===== config.mk =====
export PLATFORM = sky130hd
export DESIGN_NAME = mmio_uart
export DESIGN_NICKNAME = d
export VERILOG_FILES = /design/src/rtl/mmio_pkg.sv /design/src/rtl/sync_fifo.sv /design/src/rtl/mmio_uart.sv
export SDC_FILE = /design/constraint.sdc
export NUM_CORES = 1
export LEC_CHECK = 0
export BUFFER_PORTS_ARGS = -buffer_cell sky130_fd_sc_hd__buf_2
export CAP_MARGIN = 20
export CELL_PAD_IN_SITES_DETAIL_PLACEMENT = 1
export CELL_PAD_IN_SITES_GLOBAL_PLACEMENT = 1
export CORE_MARGIN = 4
export CORE_UTILIZATION = 42
export CTS_CLUSTER_SIZE = 25
export DETAILED_ROUTE_END_ITERATION = 8
export PLACE_DENSITY_LB_ADDON = 0.25
export SLEW_MARGIN = 25
export SYNTH_ARGS = -nofsm -noshare
export SYNTH_HDL_FRONTEND = slang
export SYNTH_SLANG_ARGS = --single-unit

===== constraint.sdc =====
create_clock -name clk -period 4.3 [get_ports clk]
set_input_delay 0.86 -clock clk [delete_from_list [all_inputs] [get_ports clk]]
set_output_delay 0.86 -clock clk [all_outputs]
set_load 0.05 [all_outputs]

===== src/rtl/mmio_pkg.sv =====
// Shared definitions for the memory-mapped UART: register offsets, STATUS bit
// positions and the line-state encoding used by both serial FSMs.
package mmio_pkg;

  localparam logic [1:0] REG_DATA   = 2'd0;
  localparam logic [1:0] REG_STATUS = 2'd1;
  localparam logic [1:0] REG_DIV    = 2'd2;

  localparam int ST_TX_FULL   = 0;
  localparam int ST_TX_EMPTY  = 1;
  localparam int ST_TX_BUSY   = 2;
  localparam int ST_RX_VALID  = 3;
  localparam int ST_RX_OVR    = 4;
  localparam int ST_TX_OVF    = 5;
  localparam int ST_RX_FERR   = 6;
  localparam int STATUS_BITS  = 7;

  typedef enum logic [1:0] {
    IDLE  = 2'd0,
    START = 2'd1,
    DATA  = 2'd2,
    STOP  = 2'd3
  } uart_state_e;

endpackage


===== src/rtl/sync_fifo.sv =====
// Single-clock first-word-fall-through FIFO; a push into a full FIFO is
// accepted only when a pop frees a slot in the same cycle.
module sync_fifo #(
  parameter int WIDTH = 8,
  parameter int DEPTH = 8
) (
  input  logic                     clk,
  input  logic                     rst,
  input  logic                     push,
  input  logic                     pop,
  input  logic [WIDTH-1:0]         din,
  output logic [WIDTH-1:0]         dout,
  output logic                     full,
  output logic                     empty,
  output logic [$clog2(DEPTH):0]   count
);

  localparam int AW = $clog2(DEPTH);

  logic [WIDTH-1:0] mem [DEPTH];
  logic [AW-1:0]    wr_ptr;
  logic [AW-1:0]    rd_ptr;
  logic             do_push;
  logic             do_pop;

  assign full    = (count == (AW+1)'(DEPTH));
  assign empty   = (count == '0);
  assign do_pop  = pop && !empty;
  assign do_push = push && (!full || do_pop);
  assign dout    = mem[rd_ptr];

  // NOTE: sequential state uses non-blocking (<=) so every flop samples pre-edge values.
  always_ff @(posedge clk) begin
    if (rst) begin
      wr_ptr <= '0;
      rd_ptr <= '0;
      count  <= '0;
    end else begin
      if (do_push) wr_ptr <= wr_ptr + 1'b1;
      if (do_pop)  rd_ptr <= rd_ptr + 1'b1;
      if (do_push && !do_pop)      count <= count + 1'b1;
      else if (!do_push && do_pop) count <= count - 1'b1;
    end
  end

  // NOTE: storage is not reset; pointers and count define validity, so stale data is unreachable.
  always_ff @(posedge clk) begin
    if (do_push) mem[wr_ptr] <= din;
  end

endmodule


===== src/rtl/mmio_uart.sv =====
// Memory-mapped 8N1 UART: register decode, TX FSM fed by a FIFO, RX FSM with a
// two-flop synchronizer and single-byte holding register.
module mmio_uart #(
  parameter logic [31:0] BASE      = 32'h1000_0000,
  parameter int          TX_DEPTH  = 8,
  parameter logic [15:0] DIV_RESET = 16'd434
) (
  input  logic        clk,
  input  logic        rst,
  input  logic        mem_read,
  input  logic        mem_write,
  input  logic [31:0] mem_addr,
  input  logic [31:0] mem_wdata,
  input  logic [3:0]  mem_wstrb,
  output logic [31:0] mem_rdata,
  output logic        sel,
  output logic        uart_tx,
  input  logic        uart_rx
);

  import mmio_pkg::*;

  logic [1:0]  reg_off;
  logic        rd_en, wr_en;
  logic [15:0] div, p_eff, rx_half;
  logic        unused_bits;

  assign sel         = (mem_addr[31:4] == BASE[31:4]);
  assign reg_off     = mem_addr[3:2];
  assign rd_en       = sel && mem_read;
  assign wr_en       = sel && mem_write;
  assign p_eff       = (div == 16'd0) ? 16'd1 : div;
  assign rx_half     = (p_eff < 16'd2) ? 16'd1 : (p_eff >> 1);
  assign unused_bits = ^{mem_addr[1:0], mem_wdata[31:16], mem_wstrb[3:2]};

  // TX FIFO and transmitter
  logic                      fifo_full, fifo_empty, tx_pop, push_req;
  logic [7:0]                fifo_dout;
  logic [$clog2(TX_DEPTH):0] fifo_count;
  uart_state_e               tx_state;
  logic [15:0]               tx_cnt, tx_p;
  logic [7:0]                tx_shift;
  logic [2:0]                tx_bit;
  logic                      tx_tick;

  assign push_req = wr_en && (reg_off == REG_DATA) && mem_wstrb[0];
  assign tx_tick  = (tx_cnt >= tx_p - 16'd1);
  assign tx_pop   = !fifo_empty && ((tx_state == IDLE) || ((tx_state == STOP) && tx_tick));

  sync_fifo #(.WIDTH(8), .DEPTH(TX_DEPTH)) u_tx_fifo (
    .clk   (clk),
    .rst   (rst),
    .push  (push_req),
    .pop   (tx_pop),
    .din   (mem_wdata[7:0]),
    .dout  (fifo_dout),
    .full  (fifo_full),
    .empty (fifo_empty),
    .count (fifo_count)
  );

  // Bit period is latched at each bit boundary so a DIV write never stretches the current bit.
  always_ff @(posedge clk) begin
    if (rst) begin
      tx_state <= IDLE;
      tx_cnt   <= '0;
      tx_p     <= 16'd1;
      tx_shift <= '0;
      tx_bit   <= '0;
    end else if (tx_state == IDLE) begin
      if (tx_pop) begin
        tx_state <= START;
        tx_shift <= fifo_dout;
        tx_cnt   <= '0;
        tx_p     <= p_eff;
      end
    end else if (tx_tick) begin
      tx_cnt <= '0;
      tx_p   <= p_eff;
      case (tx_state)
        START: begin
          tx_state <= DATA;
          tx_bit   <= '0;
        end
        DATA: begin
          if (tx_bit == 3'd7) tx_state <= STOP;
          else begin
            tx_bit   <= tx_bit + 3'd1;
            tx_shift <= tx_shift >> 1;
          end
        end
        default: begin
          if (tx_pop) begin
            tx_state <= START;
            tx_shift <= fifo_dout;
          end else begin
            tx_state <= IDLE;
          end
        end
      endcase
    end else begin
      tx_cnt <= tx_cnt + 16'd1;
    end
  end

  assign uart_tx = (tx_state == START) ? 1'b0 :
                   (tx_state == DATA)  ? tx_shift[0] : 1'b1;

  // Receiver
  logic        rx_s1, rx_s2, rx_prev;
  uart_state_e rx_state;
  logic [15:0] rx_cnt;
  logic [7:0]  rx_shift;
  logic [2:0]  rx_bit;
  logic        rx_stop_tick, rx_load, rx_ferr_set;

  assign rx_stop_tick = (rx_state == STOP) && (rx_cnt >= p_eff - 16'd1);
  assign rx_load      = rx_stop_tick && rx_s2;
  assign rx_ferr_set  = rx_stop_tick && !rx_s2;

  always_ff @(posedge clk) begin
    if (rst) begin
      rx_s1    <= 1'b1;
      rx_s2    <= 1'b1;
      rx_prev  <= 1'b1;
      rx_state <= IDLE;
      rx_cnt   <= '0;
      rx_shift <= '0;
      rx_bit   <= '0;
    end else begin
      rx_s1   <= uart_rx;
      rx_s2   <= rx_s1;
      rx_prev <= rx_s2;
      case (rx_state)
        IDLE: begin
          if (rx_prev && !rx_s2) begin
            rx_state <= START;
            rx_cnt   <= '0;
          end
        end
        START: begin
          if (rx_cnt >= rx_half - 16'd1) begin
            rx_cnt   <= '0;
            rx_bit   <= '0;
            rx_state <= rx_s2 ? IDLE : DATA;
          end else rx_cnt <= rx_cnt + 16'd1;
        end
        DATA: begin
          if (rx_cnt >= p_eff - 16'd1) begin
            rx_cnt   <= '0;
            rx_shift <= {rx_s2, rx_shift[7:1]};
            if (rx_bit == 3'd7) rx_state <= STOP;
            else                rx_bit   <= rx_bit + 3'd1;
          end else rx_cnt <= rx_cnt + 16'd1;
        end
        default: begin
          if (rx_stop_tick) rx_state <= IDLE;
          else              rx_cnt   <= rx_cnt + 16'd1;
        end
      endcase
    end
  end

  // Registers and sticky status; a set always wins over a clear in the same cycle.
  logic [7:0] rx_byte;
  logic       rx_valid, rx_overrun, tx_overflow, rx_frame_err, stat_clr;

  assign stat_clr = rd_en && (reg_off == REG_STATUS);

  always_ff @(posedge clk) begin
    if (rst) begin
      div          <= DIV_RESET;
      rx_byte      <= '0;
      rx_valid     <= 1'b0;
      rx_overrun   <= 1'b0;
      tx_overflow  <= 1'b0;
      rx_frame_err <= 1'b0;
    end else begin
      if (wr_en && (reg_off == REG_DIV)) begin
        if (mem_wstrb[0]) div[7:0]  <= mem_wdata[7:0];
        if (mem_wstrb[1]) div[15:8] <= mem_wdata[15:8];
      end
      if (rx_load) rx_byte <= rx_shift;

      if (rx_load)                                rx_valid <= 1'b1;
      else if (rd_en && (reg_off == REG_DATA))    rx_valid <= 1'b0;

      if (rx_load && rx_valid)                    rx_overrun <= 1'b1;
      else if (stat_clr)                          rx_overrun <= 1'b0;

      if (push_req && fifo_full && !tx_pop)       tx_overflow <= 1'b1;
      else if (stat_clr)                          tx_overflow <= 1'b0;

      if (rx_ferr_set)                            rx_frame_err <= 1'b1;
      else if (stat_clr)                          rx_frame_err <= 1'b0;
    end
  end

  logic [STATUS_BITS-1:0] status;

  // NOTE: every always_comb output gets a default first so no path can infer a latch.
  always_comb begin
    status               = '0;
    status[ST_TX_FULL]   = fifo_full;
    status[ST_TX_EMPTY]  = (fifo_count == '0);
    status[ST_TX_BUSY]   = (tx_state != IDLE);
    status[ST_RX_VALID]  = rx_valid;
    status[ST_RX_OVR]    = rx_overrun;
    status[ST_TX_OVF]    = tx_overflow;
    status[ST_RX_FERR]   = rx_frame_err;
  end

  always_comb begin
    mem_rdata = '0;
    if (sel) begin
      case (reg_off)
        REG_DATA:   mem_rdata = {24'b0, rx_byte};
        REG_STATUS: mem_rdata = {{(32-STATUS_BITS){1'b0}}, status};
        REG_DIV:    mem_rdata = {16'b0, div};
        default:    mem_rdata = '0;
      endcase
    end
  end

endmodule


==> key figures <==
Status
  • Status: finished with violations
  • Failing checks: negative setup slack

Final layout
  • Layout cells sized above 1: 28.1%
  • Final nets: 1280
  • Commonest non-fill, non-tap cell in the layout: dfxtp_1
  • Commonest cells after routing, fill and taps aside: 114 x dfxtp_1, 105 x nand2_1, 102 x nor2_1, 84 x buf_4, 70 x buf_2
  • Area growth, synth to finish: 23.2%
  • Post-route insts no fill: 1472
  • Register area: roughly 4300 µm²
  • Area of the multi-input gates: 5690 µm²
  • Fill count: 2608

Worst hold path
  • Worst Hold Class: flip-flop to flip-flop

Logic synthesis
  • Synth Flop Type: dfxtp_1
  • Post-synth ARST share: 0%
  • Yosys reg bits: 182
  • Syn. warnings: 0
  • Mapped Cells: roughly 1.0k
  • Post-synth EDFFs: 64
  • Synth Area per Inst: 9.91 µm²
  • Mapped cell area: 9930 µm²
  • Post-synthesis sequential area ratio: 43.1%
  • Netlist cell types: 75

Clock network
  • Clk_lat worst skew: between 0.4 and 0.5 ns
  • Clk buf depth: 2
  • CTS tree: yes
  • Clock-pin slew on the worst setup and hold paths: about 0.070 ns
  • Root buffer cell: clkbuf_16
  • Clock buffer count from CTS: 17
  • Number of H-tree branching levels: 4
  • Clock sinks: between 150 and 200

Drt
  • First DRT Iteration DRCs: ~360
  • Routed WL: roughly 27000 µm
  • Detail Route Antenna Nets: 0
  • Vias per cell: roughly 5.5
  • Via count: between 8k and 9k
  • Avg WL per Cell: around 18 µm
  • Remaining DRCs: 0
  • DRT Pass-1 Iters: 4

STA
  • Fmax: 223 MHz
  • Clock Skews: 0.0220 ns
  • Endpoints failing setup: 1
  • Setup TNS: -0.185 ns
  • Final Max Slew Viols: 0
  • Worst-Margin Slew: between 1 and 1.5 ns
  • Final Hold Viols: 0
  • RSZ-0062 raised after global routing: yes
  • Setup WS post-layout: -0.185 ns
  • Crit share post-route: 104%
  • Final worst path period need: approximately 4.5 ns
  • Relative slew slack: 24.4%

Critical path
  • CP arrival: between 4 and 5 ns
  • Crit end category: flip-flop
  • Worst path required time: ~4.7 ns
  • WS Path Type: flip-flop to flip-flop
  • Crit Path Max Fanout: 3
  • Startpoint types: flip-flop

Placed design
  • Port Buf Inserts: 70
  • Post-DP HPWL: around 19000 µm
  • GP Congestion: 0.826
  • Post-Place Cells: ~1.4k

Die
  • Die Wd: approximately 160 µm
  • Core ar.: about 23000 µm²
  • # rows: 56
  • Die ar.: between 20000 and 30000 µm²
  • Io pins: approximately 110
  • Initial Util: 42.4%
  • Die height: approximately 160 µm

GRT
  • Total grt overflow: 0
  • First-pass GRT wire length: roughly 43000 µm
  • GRT Overall Usage: ~20%
  • Initial antenna violation count: 1
  • Pin count of the biggest net entering global routing: between 60 and 70
  • Vias in the first global route: between 8k and 9k

Flow run
  • Max-cap viol count: 0

Power
  • LEAKAGE: 0.00475 µW
  • PD cells: approximately 430 nW/µm²
  • Peak supply drop: approximately 0.00029 V
==> per-layer routing <==
metal / track usage, % / vias to the layer above / part of all wire [%]
li1: - / 3873 / -
met1: 25.5 / 4002 / 44
met2: 36.6 / 128 / 52
met3: 2.64 / 22 / 3.0
met4: 4.58 / 0 / 1.2
met5: 0 / - / 0
==> critical path, cell delays in order, from the launching register on <==
cell	delay, ns
dfxtp_2	0.32
or4_4	0.55
nor2_4	0.13
nand2_2	0.09
nor3_4	0.13
nand2b_1	0.13
nor4_2	0.19
xnor2_1	0.10
ha_1	0.30
nand4_1	0.12
a311o_1	0.35
nor2_4	0.13
o31ai_4	0.08
a211oi_2	0.33
ha_2	0.26
inv_2	0.04
ha_1	0.27
a21o_1	0.19
a21oi_2	0.14
xnor2_1	0.09
or3_1	0.30
a21oi_1	0.14
==> synthesized netlist by cell type, drive strengths merged (3+ instances only) <==
cell type  count  area share, %
o21ai         24            1.2
o31ai          5           0.43
a2111oi        7           0.62
nand3         18           0.96
a211oi        13            1.0
nor4b          3           0.42
or2            8           0.50
and4b          4           0.40
or4            5           0.42
nand4         11           0.69
xor2          23            2.0
nand2b        10           0.63
buf           31            2.3
and3           7           0.44
ha            67            8.4
edfxtp        64             19
dfxtp        118             24
nor3b          4           0.30
mux2i         46            4.6
a31o           6           0.53
o211ai         8           0.60
xnor2         34            3.0
a311oi         8           0.71
clkbuf        32            1.7
and2          14           0.89
nor4          13           0.82
or3           11           0.79
nor2         109            4.1
o221ai         7           0.62
mux4          16            3.6
nor2b          5           0.31
o21a           5           0.38
inv           28            1.1
nand2        110            4.2
a21oi         73            3.7
nor3          20            1.1
o211a          3           0.30
==> final cells by class <==
class	instances	share of cell area (%)
Multi-Input combinational cell	743	46.5
Sequential cell	182	35.1
Timing Repair Buffer	167	9.42
Clock buffer	18	3.51
Tap cell	319	3.26
Inverter	28	0.859
Clock inverter	14	1.39
Antenna cell	1	0.0205
==> flip-flops by register name (all words and copies together), names as in the netlist, 3 cells and up, named ones only <==
| signal | flops |
|---|---|
| u_tx_fifo.mem | 64 |
| div | 16 |
| rx_cnt | 16 |
| tx_cnt | 16 |
| tx_p | 16 |
| rx_byte | 8 |
| rx_shift | 8 |
| tx_shift | 8 |
| u_tx_fifo.count | 4 |
| rx_bit | 3 |
| tx_bit | 3 |
| u_tx_fifo.rd_ptr | 3 |
| u_tx_fifo.wr_ptr | 3 |
==> kinds of logic (layout without fill, tap and decap cells) <==
family	Yosys count	in the layout	synth area share (%)
other	2	18	0.0756
XOR/XNOR	57	57	5.03
AO/OA/AOI/OAI	177	177	11.7
AND/OR/NAND/NOR	362	362	17.9
multiplexers	62	62	8.26
flip-flops	182	182	43.1
adder cells (fa/ha/maj)	68	68	8.64
buffers and inverters	92	227	5.28
==> power by group <==
part | internal [µW] | total (µW) | leakage (µW) | switching (µW)
logic | 657 | 1640 | 0.00292 | 987
registers | 1880 | 2020 | 0.00153 | 142
clock network | 789 | 1590 | 0.000291 | 797
total | 3320 | 5250 | 0.00475 | 1930
==> per-stage QoR <==
stage          util [%]  worst slack, ns  instance area, µm²  hold slack, ns  power (µW)
5_1_grt            52.3           -0.403               12200           0.442        5560
4_1_cts            50.8           -0.124               11900           0.424        5240
2_1_floorplan         -          -0.0944               10000           0.389        3130
3_5_place_dp       46.6           -0.195               10900           0.396        3600
3_3_place_gp       46.6           -0.106               10900           0.391        3550
6_report           52.3           -0.185               12200           0.424        5250
==> final timing paths <==
check / startpoint / end / slack, ns / cells after the start
worst max register to register: tx_p[2] / u_tx_fifo.count[3] / -0.19 / 21
worst min-delay path: rx_s1 / rx_s2 / 0.42 / 1
worst max-delay path: tx_p[2] / u_tx_fifo.count[3] / -0.19 / 21
worst min register to register: rx_s1 / rx_s2 / 0.42 / 1
==> repair_timing <==
item,in CTS,in global routing
endpoints found under the hold margin,0,0
pin swaps,21,38
endpoints found under the setup margin,35,105
gates resized for setup,63,66
cloned,3,0
hold buffers,0,0
setup buffers,19,13
No activity file was read; power rests on OpenSTA's default activity.
